==> src/rtl/spi_xfer_ctrl_if.sv <==
// Host/clock-generator side bundle for the SPI transfer sequencer.
// Latency: wiring only.
// Backpressure: start is honoured only while ready is high; strobes are never stalled.
// Ports:
//   master : request (start/abort/tx_data/char_len/lsb_first), strobes (shift/sample), miso
//   slave  : ready, cs_n, tip, mosi, rx_data, done
interface spi_xfer_ctrl_if #(
  parameter int DATA_WIDTH = 32,
  parameter int CNT_WIDTH  = 6
);
  logic                  start;
  logic                  abort;
  logic [DATA_WIDTH-1:0] tx_data;
  logic [CNT_WIDTH-1:0]  char_len;
  logic                  lsb_first;
  logic                  shift;
  logic                  sample;
  logic                  miso;
  logic                  ready;
  logic                  cs_n;
  logic                  tip;
  logic                  mosi;
  logic [DATA_WIDTH-1:0] rx_data;
  logic                  done;

  modport master (
    output start, abort, tx_data, char_len, lsb_first, shift, sample, miso,
    input  ready, cs_n, tip, mosi, rx_data, done
  );

  modport slave (
    input  start, abort, tx_data, char_len, lsb_first, shift, sample, miso,
    output ready, cs_n, tip, mosi, rx_data, done
  );
endinterface

==> src/rtl/spi_xfer_ctrl.sv <==
// SPI word-transfer sequencer: latches a request, drives cs_n/tip, shifts mosi, collects miso.
// Latency: start->tip 2 cycles, last sample->done 2 cycles (SETUP/HOLD stretch with SPI_CS_GUARD_EN).
// Backpressure: ready low while busy; start is dropped (not queued) when ready is low.
// Ports: sys_clk, rst (async, active-high), bus (spi_xfer_ctrl_if.slave).
// Optional: define SPI_CS_GUARD_EN to hold SETUP and HOLD for GUARD_CYCLES cycles each.
module spi_xfer_ctrl #(
  parameter int DATA_WIDTH   = 32,
  parameter int CNT_WIDTH    = 6,
  parameter int GUARD_CYCLES = 4
) (
  input  logic           sys_clk,
  input  logic           rst,
  spi_xfer_ctrl_if.slave bus
);

  typedef enum logic [1:0] {S_IDLE, S_SETUP, S_XFER, S_HOLD} state_e;

  localparam logic [CNT_WIDTH-1:0] DW_LEN = CNT_WIDTH'(DATA_WIDTH);
  localparam logic [CNT_WIDTH-1:0] ONE    = CNT_WIDTH'(1);

  state_e                state_q;
  logic [DATA_WIDTH-1:0] tx_q, shadow_q, rx_data_q;
  logic [CNT_WIDTH-1:0]  len_q, smp_cnt_q, shf_cnt_q;
  logic                  lsb_q, ready_q, cs_n_q, tip_q, mosi_q, done_q;

  logic [CNT_WIDTH-1:0]  len_d, first_pos_d, smp_pos_d, shf_pos_d, smp_cnt_d, shf_cnt_d;
  logic [DATA_WIDTH-1:0] first_word_d, shf_word_d, miso_word_d;
  logic                  last_smp_d, adv_d, guard_done;

  always_comb begin
    // 0 and anything above DATA_WIDTH both mean a full-width word.
    if (bus.char_len == '0 || bus.char_len > DW_LEN) len_d = DW_LEN;
    else                                             len_d = bus.char_len;
    first_pos_d  = bus.lsb_first ? '0 : len_d - ONE;
    first_word_d = bus.tx_data >> first_pos_d;
    // The k-th bit on the wire sits at position k (LSB first) or N-1-k (MSB first).
    smp_pos_d    = lsb_q ? smp_cnt_q : len_q - ONE - smp_cnt_q;
    miso_word_d  = {{(DATA_WIDTH-1){1'b0}}, bus.miso} << smp_pos_d;
    smp_cnt_d    = smp_cnt_q + CNT_WIDTH'(bus.sample);
    last_smp_d   = bus.sample && (smp_cnt_q == len_q - ONE);
    shf_cnt_d    = shf_cnt_q + ONE;
    shf_pos_d    = lsb_q ? shf_cnt_d : len_q - ONE - shf_cnt_d;
    shf_word_d   = tx_q >> shf_pos_d;
    // Shift uses the post-sample count so a leading shift (CPHA-style) keeps the preloaded
    // bit; mosi freezes once the last bit is on the wire.
    adv_d        = bus.shift && (smp_cnt_d != '0) && (shf_cnt_q != len_q - ONE);
  end

`ifdef SPI_CS_GUARD_EN
  localparam int GUARD_EFF = (GUARD_CYCLES < 1) ? 1 : GUARD_CYCLES;
  localparam int GW        = $clog2(GUARD_EFF) + 1;
  logic [GW-1:0] guard_q;
  assign guard_done = (guard_q == GW'(GUARD_EFF - 1));
`else
  assign guard_done = 1'b1;
`endif

  always_ff @(posedge sys_clk or posedge rst) begin
    if (rst) begin
      state_q   <= S_IDLE;
      tx_q      <= '0;
      shadow_q  <= '0;
      rx_data_q <= '0;
      len_q     <= '0;
      smp_cnt_q <= '0;
      shf_cnt_q <= '0;
      lsb_q     <= 1'b0;
      ready_q   <= 1'b1;
      cs_n_q    <= 1'b1;
      tip_q     <= 1'b0;
      mosi_q    <= 1'b0;
      done_q    <= 1'b0;
`ifdef SPI_CS_GUARD_EN
      guard_q   <= '0;
`endif
    end else begin
      done_q <= 1'b0;
      case (state_q)
        S_IDLE: begin
          if (bus.start && !bus.abort) begin
            tx_q      <= bus.tx_data;
            len_q     <= len_d;
            lsb_q     <= bus.lsb_first;
            shadow_q  <= '0;
            smp_cnt_q <= '0;
            shf_cnt_q <= '0;
            cs_n_q    <= 1'b0;
            ready_q   <= 1'b0;
            mosi_q    <= first_word_d[0];
            state_q   <= S_SETUP;
`ifdef SPI_CS_GUARD_EN
            guard_q   <= '0;
`endif
          end
        end
        S_SETUP: begin
          if (bus.abort) begin
            cs_n_q  <= 1'b1;
            ready_q <= 1'b1;
            state_q <= S_IDLE;
          end else if (guard_done) begin
            tip_q   <= 1'b1;
            state_q <= S_XFER;
          end else begin
`ifdef SPI_CS_GUARD_EN
            guard_q <= guard_q + 1'b1;
`endif
          end
        end
        S_XFER: begin
          if (bus.abort) begin
            tip_q   <= 1'b0;
            cs_n_q  <= 1'b1;
            ready_q <= 1'b1;
            state_q <= S_IDLE;
          end else begin
            if (bus.sample) begin
              shadow_q  <= shadow_q | miso_word_d;
              smp_cnt_q <= smp_cnt_d;
            end
            if (adv_d) begin
              shf_cnt_q <= shf_cnt_d;
              mosi_q    <= shf_word_d[0];
            end
            if (last_smp_d) begin
              tip_q   <= 1'b0;
              state_q <= S_HOLD;
`ifdef SPI_CS_GUARD_EN
              guard_q <= '0;
`endif
            end
          end
        end
        S_HOLD: begin
          if (bus.abort) begin
            cs_n_q  <= 1'b1;
            ready_q <= 1'b1;
            state_q <= S_IDLE;
          end else if (guard_done) begin
            cs_n_q    <= 1'b1;
            done_q    <= 1'b1;
            rx_data_q <= shadow_q;
            ready_q   <= 1'b1;
            state_q   <= S_IDLE;
          end else begin
`ifdef SPI_CS_GUARD_EN
            guard_q <= guard_q + 1'b1;
`endif
          end
        end
        default: state_q <= S_IDLE;
      endcase
    end
  end

  assign bus.ready   = ready_q;
  assign bus.cs_n    = cs_n_q;
  assign bus.tip     = tip_q;
  assign bus.mosi    = mosi_q;
  assign bus.rx_data = rx_data_q;
  assign bus.done    = done_q;

endmodule

==> src/flat_wrapper.sv <==
// flat-port wrapper written by rule: the top's interface ports become plain ports
module spi_xfer_ctrl_flat 
#(
  parameter int DATA_WIDTH   = 32,
  parameter int CNT_WIDTH    = 6,
  parameter int GUARD_CYCLES = 4
)
  (sys_clk, rst, bus_start, bus_abort, bus_tx_data, bus_char_len, bus_lsb_first, bus_shift, bus_sample, bus_miso, bus_ready, bus_cs_n, bus_tip, bus_mosi, bus_rx_data, bus_done);
  spi_xfer_ctrl_if #(.DATA_WIDTH(DATA_WIDTH), .CNT_WIDTH(CNT_WIDTH)) bus_i ();
  input  logic sys_clk;
  input  logic rst;
  input wire logic [$bits(bus_i.start)-1:0] bus_start;
  input wire logic [$bits(bus_i.abort)-1:0] bus_abort;
  input wire logic [$bits(bus_i.tx_data)-1:0] bus_tx_data;
  input wire logic [$bits(bus_i.char_len)-1:0] bus_char_len;
  input wire logic [$bits(bus_i.lsb_first)-1:0] bus_lsb_first;
  input wire logic [$bits(bus_i.shift)-1:0] bus_shift;
  input wire logic [$bits(bus_i.sample)-1:0] bus_sample;
  input wire logic [$bits(bus_i.miso)-1:0] bus_miso;
  output wire logic [$bits(bus_i.ready)-1:0] bus_ready;
  output wire logic [$bits(bus_i.cs_n)-1:0] bus_cs_n;
  output wire logic [$bits(bus_i.tip)-1:0] bus_tip;
  output wire logic [$bits(bus_i.mosi)-1:0] bus_mosi;
  output wire logic [$bits(bus_i.rx_data)-1:0] bus_rx_data;
  output wire logic [$bits(bus_i.done)-1:0] bus_done;
  assign bus_i.start = bus_start;
  assign bus_i.abort = bus_abort;
  assign bus_i.tx_data = bus_tx_data;
  assign bus_i.char_len = bus_char_len;
  assign bus_i.lsb_first = bus_lsb_first;
  assign bus_i.shift = bus_shift;
  assign bus_i.sample = bus_sample;
  assign bus_i.miso = bus_miso;
  assign bus_ready = bus_i.ready;
  assign bus_cs_n = bus_i.cs_n;
  assign bus_tip = bus_i.tip;
  assign bus_mosi = bus_i.mosi;
  assign bus_rx_data = bus_i.rx_data;
  assign bus_done = bus_i.done;
  spi_xfer_ctrl #(.DATA_WIDTH(DATA_WIDTH), .CNT_WIDTH(CNT_WIDTH), .GUARD_CYCLES(GUARD_CYCLES)) u_core (.sys_clk(sys_clk), .rst(rst), .bus(bus_i));
endmodule
==> config.mk <==
export PLATFORM = sky130hd
export DESIGN_NAME = spi_xfer_ctrl_flat
export DESIGN_NICKNAME = d
export VERILOG_FILES = /design/src/rtl/spi_xfer_ctrl_if.sv /design/src/rtl/spi_xfer_ctrl.sv /design/src/flat_wrapper.sv
export SDC_FILE = /design/constraint.sdc
export NUM_CORES = 1
export LEC_CHECK = 0
export CORE_ASPECT_RATIO = 0.75
export CORE_UTILIZATION = 45
export DETAILED_ROUTE_END_ITERATION = 10
export PLACE_DENSITY_LB_ADDON = 0.05
export SYNTH_ARGS = -nofsm -noshare
export SYNTH_HDL_FRONTEND = slang
export SYNTH_SLANG_ARGS = --single-unit
==> constraint.sdc <==
create_clock -name sys_clk -period 5.62 [get_ports sys_clk]
set_input_delay 1.124 -clock sys_clk [delete_from_list [all_inputs] [get_ports sys_clk]]
set_output_delay 1.124 -clock sys_clk [all_outputs]
set_load 0.01 [all_outputs]
After elaboration in Yosys (flattened, before gate mapping)
Index checks and enable logic that the tools add are counted.

Register bits after elaboration: 121. Bits of input ports: 46. Output and inout bits: 37. Logic and storage cells: 88.

$add $sub $neg: 6. $lt $le $gt $ge: 1. Equality and inequality tests: 12. Shift operators: 3. Multiplexer cells: 33. Bitwise gates (word level): 2. Reduce and logical (&&, ||, !) cells: 19.

Operator list (count): 32-bit 2-to-1 mux (3); 32-bit case mux with 2 select lines (1); 32-bit by 6-bit right shift with 1-bit output (2); 6-bit 2-to-1 mux (9); 32-bit bitwise OR (1); 1-bit by 6-bit << shifter with 32-bit output (1); 6-bit case mux with 2 select lines (2); 6-bit by 1-bit subtractor with 6-bit output, second input constant (2); 6-bit subtractor (2); 1-bit 2-to-1 mux (10); 2-bit 2-to-1 mux (4); 2-bit case mux with 4 select lines (1); 2-bit AND reduction (4); 4-bit AND reduction (2); 6-bit by 1-bit adder with 6-bit output (1); 6-bit by 1-bit adder with 6-bit output, second input constant (1); 6-bit == test (1); 6-bit > comparator, second input constant (1); 6-bit zero test (1); 2-bit by 1-bit != test with 1-bit output, second input constant (3); 2-bit != test, second input constant (3); 6-bit != test (1); 6-bit nonzero test (1); 2-bit == test, second input constant (2); 12 further kinds (17).

Logic depth before layout (Yosys ltp)
Gate-level depths: netlist of run 1.

Depth in word-level cells: 8. Depth in mapped cells: 13.

Worst setup path after synthesis of run 1
OpenSTA, ideal clock, no wires.

Path type: input to register. Start point: input port bus_char_len[0]. End point: register u_core.mosi_q, in the netlist u_core.bus.mosi. Arrival time: 3.468 ns. Data required time: 5.488 ns. Slack: 2.021 ns. Cell stages on the path: 12. Cell sequence: nor2b_1 > clkbuf_1 > clkinv_1 > ha_1 > xor2_1 > clkbuf_1 > mux2i_1 > a32oi_1 > mux2i_1 > a211oi_1 > a211oi_1 > o31ai_1.

Word-level cells in the longest chain between the ends: 8. Elaborated cells between the ends (all ways): 9.

Ends and longest elaborated chain: from (decl) (line flat_wrapper.sv:15) `input wire logic [$bits(bus_i.char_len)-1:0] bus_char_len;`; 6-bit > comparator / 6-bit zero test (equally long branches) (line spi_xfer_ctrl.sv:32) `if (bus.char_len == '0 || bus.char_len > DW_LEN) len_d = DW_LEN;`; 1-bit logical OR (line spi_xfer_ctrl.sv:32); 6-bit 2-to-1 mux (*) (line spi_xfer_ctrl.sv:32); 6-bit by 1-bit subtractor with 6-bit output (*) (line spi_xfer_ctrl.sv:34) `first_pos_d = bus.lsb_first ? '0 : len_d - ONE;`; 6-bit 2-to-1 mux (*) (line spi_xfer_ctrl.sv:34); 32-bit by 6-bit right shift with 1-bit output (*) (line spi_xfer_ctrl.sv:35) `first_word_d = bus.tx_data >> first_pos_d;`; 1-bit 2-to-1 mux (*) (line spi_xfer_ctrl.sv:80) `if (bus.start && !bus.abort) begin`; 1-bit case mux with 2 select lines (*) (line spi_xfer_ctrl.sv:78) `case (state_q)`; to (signal assigned) (line spi_xfer_ctrl.sv:89) `mosi_q <= first_word_d[0];`; to (signal assigned) (line spi_xfer_ctrl.sv:123) `mosi_q <= shf_word_d[0];`; to (decl) (line spi_xfer_ctrl.sv:24) `logic lsb_q, ready_q, cs_n_q, tip_q, mosi_q, done_q;`.

Mark *: on every way between the ends. The rest lies on a longest branch, timed or not. The select of a mux whose other input is x is not followed. A chain may end at the register's enable or synchronous reset.

Final worst setup path of run 1
Start point: input port bus_char_len[5]. End point: register u_core.mosi_q, in the netlist u_core.bus.mosi.

The elaborated chain is that of the path after synthesis.

==> impl_metrics.prom, run 1 <==
# TYPE chip_impl_metric gauge
chip_impl_info{name="cp-start-kind",value="input pin"} 1
chip_impl_info{name="clk_root_buffer_cell",value="clkbuf_16"} 1
chip_impl_metric{name="antenna_violations_before_repair",unit=""} 0
chip_impl_metric{name="synth_cells",unit=""} 593
chip_impl_metric{name="area_taken_by_multi_input_logic_gates",unit="um2"} 3160
chip_impl_metric{name="die_height",unit="um"} 105
chip_impl_metric{name="via_count",unit=""} 4812
chip_impl_info{name="end_kind",value="flip-flop"} 1
chip_impl_metric{name="initialDrtViolationCount",unit=""} 298
chip_impl_metric{name="synthesis.area",unit="um2"} 6400
chip_impl_info{name="outcome",value="complete, no violations"} 1
chip_impl_metric{name="die_width",unit="um"} 140
chip_impl_metric{name="synth_cell_type_count",unit=""} 56
chip_impl_metric{name="dpl_worst_slack",unit="ns"} 1.02
chip_impl_metric{name="drive_above_1_share",unit="%"} 18.2
chip_impl_metric{name="fillerInstances",unit=""} 1182
chip_impl_info{name="layout_common_cells",value="120 x dfrtp_1, 82 x clkdlybuf4s50_1, 71 x nand2_1, 69 x mux2_2, 27 x o21ai_0"} 1
chip_impl_metric{name="switching_share",unit="%"} 40.4
chip_impl_metric{name="numPortBuffers",unit=""} 82
chip_impl_metric{name="grt_pass1_wl",unit="um"} 25600
chip_impl_metric{name="syn-mean-instance-area",unit="um2"} 10.8
chip_impl_metric{name="biggest_fanout_along_the_worst_timing_path",unit=""} 11
chip_impl_metric{name="cts_htree_levels",unit=""} 4
chip_impl_metric{name="maximum_number_of_pins_on_one_net_before_global_route_repair",unit=""} 85
chip_impl_metric{name="cap_violations",unit=""} 0
chip_impl_info{name="synth_area_leaders",value="dfrtp_1 47%, mux2_2 12%, mux2i_1 4.2%"} 1
chip_impl_metric{name="fmaxAchievable",unit="MHz"} 238
chip_impl_metric{name="worst-endpoint-required",unit="ns"} 5.91
chip_impl_metric{name="fin_worst_skew",unit="ns"} 0.00985
chip_impl_metric{name="post-route-worst-setup-slack",unit="ns"} 1.42
chip_impl_metric{name="power",unit="mW"} 4.75
chip_impl_metric{name="gr-usage-all-layers",unit="%"} 22.7
chip_impl_metric{name="grt_overflow_total",unit=""} 0
chip_impl_metric{name="powerDensity",unit="nW/um2"} 597
chip_impl_metric{name="ctsLongestPathBuffers",unit=""} 2
chip_impl_metric{name="worst_pin_slew",unit="ns"} 1.09
chip_impl_info{name="tritoncts",value="done"} 1
chip_impl_metric{name="route.detailed.vias_per_inst",unit=""} 5.62
chip_impl_metric{name="seq_power_share",unit="%"} 28.0
chip_impl_metric{name="peakVddDrop",unit="mV"} 0.265
chip_impl_metric{name="wire_per_inst",unit="um"} 18.1
chip_impl_info{name="setup_repair_after_global_routing_missed_its_margin",value="false"} 1
chip_impl_info{name="path_cells",value="clkdlybuf4s50_1 > nor2b_1 > buf_4 > clkinv_1 > ha_1 > xor2_1 > mux4_2 > nand2_1 > a211oi_1 > a211oi_1 > o31ai_1"} 1
chip_impl_metric{name="clock_transition_at_path_regs",unit="ns"} 0.06
chip_impl_metric{name="timing.slew.headroom",unit="%"} 27.4
chip_impl_metric{name="ios",unit=""} 83
chip_impl_metric{name="finalCriticalPeriod",unit="ns"} 4.20
chip_impl_metric{name="cts_buffers",unit=""} 17
chip_impl_metric{name="layout-area-overhead-vs-synth",unit="%"} 24.3
chip_impl_metric{name="area.sequential",unit="um2"} 3030
chip_impl_metric{name="slew_viol_final",unit=""} 0
chip_impl_metric{name="postCtsSetupBuffers",unit=""} 0
chip_impl_metric{name="clkPwrFrac",unit="%"} 23.8
chip_impl_metric{name="firstDrtPassIters",unit=""} 4
chip_impl_metric{name="seq_area_frac_synth",unit="%"} 47.3
chip_impl_metric{name="coreArea",unit="um2"} 13800
chip_impl_info{name="largest_area_contributor_in_the_synthesized_netlist",value="dfrtp_1"} 1
chip_impl_metric{name="row_count",unit=""} 37
chip_impl_metric{name="post_cts_resized",unit=""} 0
chip_impl_info{name="type_of_the_setup_path_with_the_least_slack",value="input pin to flip-flop"} 1
chip_impl_metric{name="number_of_hold_violations_in_the_final_report",unit=""} 0
chip_impl_metric{name="finalSetupTns",unit="ns"} 0
chip_impl_metric{name="route.antenna.remaining_nets",unit=""} 0
chip_impl_metric{name="worst-endpoint-arrival",unit="ns"} 4.49
chip_impl_metric{name="grt_pass1_vias",unit=""} 4831
chip_impl_info{name="ys_dominant_reg_cell",value="dfrtp_1"} 1
chip_impl_metric{name="cell_internal_pwr",unit="mW"} 2.83
chip_impl_metric{name="static-leakage-power",unit="nW"} 3.50
chip_impl_metric{name="synthArstFlopShare",unit="%"} 100
chip_impl_metric{name="synth_largest_type_area_fraction",unit="%"} 46.9
chip_impl_metric{name="ys_warn_count",unit=""} 0
chip_impl_metric{name="cts-hold-fix-buffers",unit=""} 0
chip_impl_metric{name="switching_power",unit="mW"} 1.92
chip_impl_info{name="commonest_non_fill_non_tap_cell_in_the_layout",value="dfrtp_1"} 1
chip_impl_metric{name="synth_edf_count",unit=""} 0
chip_impl_metric{name="clkLatencyLatePin",unit="ns"} 0.42
chip_impl_metric{name="design.die.area",unit="um2"} 14700
chip_impl_info{name="critical-path-top-cell-by-count",value="a211oi_1"} 1
chip_impl_metric{name="ys_seq_elements",unit=""} 121
chip_impl_metric{name="antennaDiodeCount",unit=""} 0
chip_impl_info{name="worstHoldPathType",value="flip-flop to flip-flop"} 1
chip_impl_metric{name="synthesis.nets",unit=""} 660
chip_impl_metric{name="final.period_utilization",unit="%"} 74.7
chip_impl_metric{name="delay_of_the_slowest_cell_on_the_worst_path",unit="ns"} 0.87
chip_impl_metric{name="drc_errors",unit=""} 0
chip_impl_metric{name="power.share.combinational",unit="%"} 48.2
chip_impl_metric{name="initial_core_util",unit="%"} 46.4
chip_impl_metric{name="sinks_on_the_clock_net",unit=""} 121
chip_impl_metric{name="num-nets-final",unit=""} 735
chip_impl_metric{name="dpl_wire_length",unit="um"} 11000
chip_impl_metric{name="gpl.final_weighted_congestion",unit=""} 0.864
chip_impl_metric{name="setup_violations",unit=""} 0
chip_impl_info{name="cp_slowest_cell",value="xor2_1"} 1
chip_impl_metric{name="drt-total-wl",unit="um"} 15500
==> per-layer routing <==
metal	track usage [%]	vias to the layer above	wire length, um
met5	0	-	0
met4	7.69	0	227
met3	4.86	25	669
met2	32.6	124	6670
met1	33.7	2398	7950
li1	-	2265	-
==> layout make-up <==
class	instances	share of cell area, %
multi-input combinational	418	39.8
sequential	121	38.1
timing repair buffer	86	10.7
clock buffer	17	5.35
tap	175	2.75
clock inverter	15	2.22
inverter	24	1.16
==> Yosys cell counts, drive strengths merged (5+ instances only) <==
cell    instances
clkbuf         20
nor3b           5
nand2b          6
a21o            5
o22ai           5
o31ai          18
nor3            8
mux2i          27
dfrtp         120
xnor2          14
nand2          71
xor2           11
mux4            6
nor2b           9
nand3          13
inv            23
o21ai          43
mux2           69
nor2           24
a21oi          19
ha             19
buf            10
==> power by group through the flow <==
| stage | combinational, mW | clock [mW] | sequential [mW] |
|---|---|---|---|
| after global routing | 2.50 | 1.19 | 1.37 |
| after floorplan | 1.68 | 0 | 1.29 |
| final | 2.29 | 1.13 | 1.33 |
| after CTS | 2.29 | 1.14 | 1.33 |
| after global placement | 2.20 | 0 | 1.33 |
| after detailed placement | 2.26 | 0 | 1.35 |
==> worst paths after layout <==
kind	start	end	slack, ns	cells past startpoint
max in group asynchronous	rst	u_core.bus.rx_data[21]	3.23	3
max reg2reg	u_core.len_q[0]	u_core.shadow_q[26]	1.69	12
min in group asynchronous	rst	u_core.tx_q[23]	1.31	2
min	u_core.shadow_q[4]	u_core.shadow_q[4]	0.48	2
max	bus_char_len[5]	u_core.bus.mosi	1.42	11
min reg2reg	u_core.shadow_q[4]	u_core.shadow_q[4]	0.48	2
==> state kept, by name, indices dropped and copies added (netlist names) <==
signal              flops
u_core.bus.rx_data     32
u_core.bus.ready        1
u_core.state_q          2
u_core.len_q            6
u_core.bus.mosi         1
u_core.shf_cnt_q        6
u_core.bus.done         1
u_core.bus.tip          1
u_core.smp_cnt_q        6
u_core.lsb_q            1
u_core.shadow_q        32
u_core.tx_q            32
==> critical path, delay by kind of cell <==
family	cells	cell delay (ns)
muxes	1	0.60
and+or+nand+nor	2	0.24
buffers and inverters	3	0.98
xor gates and xnor gates	1	0.87
AOI/OAI and AO/OA	3	0.34
adders and majority gates	1	0.34
==> metrics by stage <==
stage	instance area, um2	hold slack [ns]	instances	util (%)
floorplan	6400	0.445	593	-
global placement	7350	0.457	824	53.3
detailed placement	7350	0.467	824	53.3
CTS	7960	0.483	856	57.7
global route	7960	0.498	856	57.7
finish	7960	0.480	856	57.7
==> logic make-up (layout without fill, tap and decap cells) <==
kind of cell | Yosys count | count (layout) | share of synthesized area [%]
xor+xnor | 25 | 25 | 3.54
simple gates | 153 | 153 | 11.3
fa+ha+maj | 21 | 21 | 4.34
flops | 121 | 121 | 47.3
buf+inv | 54 | 142 | 3.36
compound gates | 117 | 117 | 11.6
mux | 102 | 102 | 18.5
Power figures use the tool's default switching activity.
==> inputs of run 2 (changes only) <==
==> constraint.sdc (replaced) <==
create_clock -name sys_clk -period 3.95 [get_ports sys_clk]
set_input_delay 0.79 -clock sys_clk [delete_from_list [all_inputs] [get_ports sys_clk]]
set_output_delay 0.79 -clock sys_clk [all_outputs]
set_load 0.01 [all_outputs]
==> run 2 against run 1 <==
Combinational power grew 43%. Count of clock-buffer cells in the layout is the same. Final area grew 0.91%. Critical endpoint is now u_core.shadow_q[26]. Utilization grew 0.53 points. Flip-flop and latch count is the same. Final cell count grew 0.93%. Hold slack is essentially flat. Register-to-register slack lost 1.3 ns. Clock skew grew 0.0028 ns.
==> impl_metrics.prom, run 2 (same netlist as run 1, synthesis figures left out) <==
# TYPE chip_impl_metric gauge
chip_impl_info{name="outcome",value="complete, no violations"} 1
chip_impl_metric{name="drc_errors",unit=""} 0
chip_impl_metric{name="firstDrtPassIters",unit=""} 5
chip_impl_metric{name="cts_htree_levels",unit=""} 4
chip_impl_metric{name="powerDensity",unit="nW/um2"} 839
chip_impl_metric{name="wire_per_inst",unit="um"} 17.6
chip_impl_metric{name="sinks_on_the_clock_net",unit=""} 121
chip_impl_metric{name="clkLatencyLatePin",unit="ns"} 0.41
chip_impl_metric{name="drive_above_1_share",unit="%"} 19.0
chip_impl_metric{name="finalSetupTns",unit="ns"} 0
chip_impl_metric{name="cts-hold-fix-buffers",unit=""} 0
chip_impl_metric{name="post_cts_resized",unit=""} 0
chip_impl_info{name="tritoncts",value="done"} 1
chip_impl_metric{name="row_count",unit=""} 37
chip_impl_metric{name="antennaDiodeCount",unit=""} 0
chip_impl_metric{name="finalNonFillerCells",unit=""} 864
chip_impl_metric{name="route.detailed.vias_per_inst",unit=""} 5.50
chip_impl_metric{name="worst-endpoint-arrival",unit="ns"} 3.91
chip_impl_metric{name="grt_overflow_total",unit=""} 0
chip_impl_metric{name="number_of_hold_violations_in_the_final_report",unit=""} 0
chip_impl_metric{name="timing.slew.headroom",unit="%"} 41.4
chip_impl_metric{name="clock_transition_at_path_regs",unit="ns"} 0.06
chip_impl_metric{name="maximum_number_of_pins_on_one_net_before_global_route_repair",unit=""} 96
chip_impl_metric{name="worst-endpoint-required",unit="ns"} 4.28
chip_impl_metric{name="setup_violations",unit=""} 0
chip_impl_metric{name="fin_worst_skew",unit="ns"} 0.0127
chip_impl_info{name="setup_repair_after_global_routing_missed_its_margin",value="false"} 1
chip_impl_metric{name="ctsLongestPathBuffers",unit=""} 2
chip_impl_metric{name="drt-total-wl",unit="um"} 15200
chip_impl_metric{name="layout-area-overhead-vs-synth",unit="%"} 25.5
chip_impl_info{name="worstHoldPathType",value="flip-flop to flip-flop"} 1
chip_impl_metric{name="coreArea",unit="um2"} 13800
chip_impl_metric{name="initialDrtViolationCount",unit=""} 303
chip_impl_info{name="commonest_non_fill_non_tap_cell_in_the_layout",value="dfrtp_1"} 1
chip_impl_metric{name="numPortBuffers",unit=""} 82
chip_impl_metric{name="die_width",unit="um"} 140
chip_impl_info{name="layout_common_cells",value="120 x dfrtp_1, 82 x clkdlybuf4s50_1, 71 x nand2_1, 69 x mux2_2"} 1
chip_impl_metric{name="grt_pass1_wl",unit="um"} 25300
chip_impl_metric{name="postCtsSetupBuffers",unit=""} 0
chip_impl_metric{name="finalCriticalPeriod",unit="ns"} 3.58
chip_impl_metric{name="dpl_wire_length",unit="um"} 10900
chip_impl_metric{name="cell_count_after_placement",unit=""} 832
chip_impl_metric{name="ios",unit=""} 83
chip_impl_metric{name="slew_viol_final",unit=""} 0
chip_impl_info{name="type_of_the_setup_path_with_the_least_slack",value="flip-flop to flip-flop"} 1
chip_impl_metric{name="num-nets-final",unit=""} 743
chip_impl_metric{name="post-route-worst-setup-slack",unit="ns"} 0.368
chip_impl_metric{name="initial_core_util",unit="%"} 46.4
chip_impl_metric{name="cap_violations",unit=""} 0
chip_impl_metric{name="static-leakage-power",unit="nW"} 3.54
chip_impl_metric{name="fmaxAchievable",unit="MHz"} 279
chip_impl_info{name="end_kind",value="flip-flop"} 1
chip_impl_metric{name="final.period_utilization",unit="%"} 90.7
chip_impl_info{name="cp-start-kind",value="flip-flop"} 1
chip_impl_metric{name="finalHoldWorstSlack",unit="ns"} 0.480
chip_impl_metric{name="biggest_fanout_along_the_worst_timing_path",unit=""} 8
chip_impl_metric{name="post_dp_cell_area",unit="um2"} 7420
chip_impl_metric{name="via_count",unit=""} 4754
chip_impl_metric{name="finish.instance_area",unit="um2"} 8030
chip_impl_metric{name="cts_buffers",unit=""} 17
chip_impl_metric{name="gr-usage-all-layers",unit="%"} 22.2
chip_impl_metric{name="die_height",unit="um"} 105
chip_impl_info{name="clk_root_buffer_cell",value="clkbuf_16"} 1
chip_impl_metric{name="route.antenna.remaining_nets",unit=""} 0
chip_impl_metric{name="gpl.final_weighted_congestion",unit=""} 0.880
chip_impl_metric{name="peakVddDrop",unit="mV"} 0.465
chip_impl_metric{name="dpl_worst_slack",unit="ns"} 0.410
chip_impl_metric{name="worst_pin_slew",unit="ns"} 0.854
chip_impl_metric{name="grt_pass1_vias",unit=""} 4821
chip_impl_metric{name="antenna_violations_before_repair",unit=""} 0
chip_impl_metric{name="design.die.area",unit="um2"} 14700
[run 2: changes by cell type in the layout (fill, tap and decap cells not counted), sizes merged]
| cell | previous run | this run |
|---|---|---|
| clkinv | 4 | 5 |
| clkinvlp | 1 | 2 |
| inv | 32 | 30 |
| buf | 4 | 12 |
[run 2: final timing paths]
kind                                        to  slack (ns)  cells after the start                start
max in group asynchronous      u_core.tx_q[31]        2.25                      3                  rst
setup reg to reg           u_core.shadow_q[26]        0.37                     12      u_core.len_q[0]
setup / recovery           u_core.shadow_q[26]        0.37                     12      u_core.len_q[0]
hold reg to reg            u_core.shadow_q[16]        0.48                      2  u_core.shadow_q[16]
hold / removal             u_core.shadow_q[16]        0.48                      2  u_core.shadow_q[16]
min in group asynchronous  u_core.smp_cnt_q[0]        0.81                      2                  rst
[run 2: routing by layer]
| metal | share of wire [%] | GRT usage (%) | up-vias |
|---|---|---|---|
| li1 | - | - | 2275 |
| met1 | 49 | 32.2 | 2337 |
| met2 | 45 | 33.6 | 128 |
| met3 | 5.2 | 4.91 | 14 |
| met4 | 0.94 | 5.89 | 0 |
| met5 | 0 | 0 | - |
[run 2: layout make-up]
class                      instances  area [um2]
fill                            1143        5770
multi-input combinational        418        3160
sequential                       121        3030
timing repair buffer              94         923
clock buffer                      17         425
tap                              175         219
clock inverter                    15         179
inverter                          24        93.8
[run 2: through the flow]
step           power (mW)  util [%]
2_1_floorplan        4.23         -
3_3_place_gp         5.10      53.8
3_5_place_dp         5.15      53.8
4_1_cts              6.79      58.2
5_1_grt              7.25      58.2
6_report             6.74      58.2
[run 2: power breakdown]
group          total, mW  switching (mW)  internal [mW]
Clock               1.59           0.640          0.955
Sequential          1.87           0.251           1.62
Combinational       3.27            1.77           1.50
[run 2: critical path, stage by stage, from the launching register on]
cell	delay, ns
dfrtp_1	0.45
inv_1	0.07
ha_1	0.43
inv_1	0.10
ha_1	0.31
nor2b_1	0.13
o21ai_0	0.23
a21o_1	0.19
a21boi_0	0.08
nor3_1	0.30
xor2_2	0.19
or4_1	0.78
o21ai_1	0.24
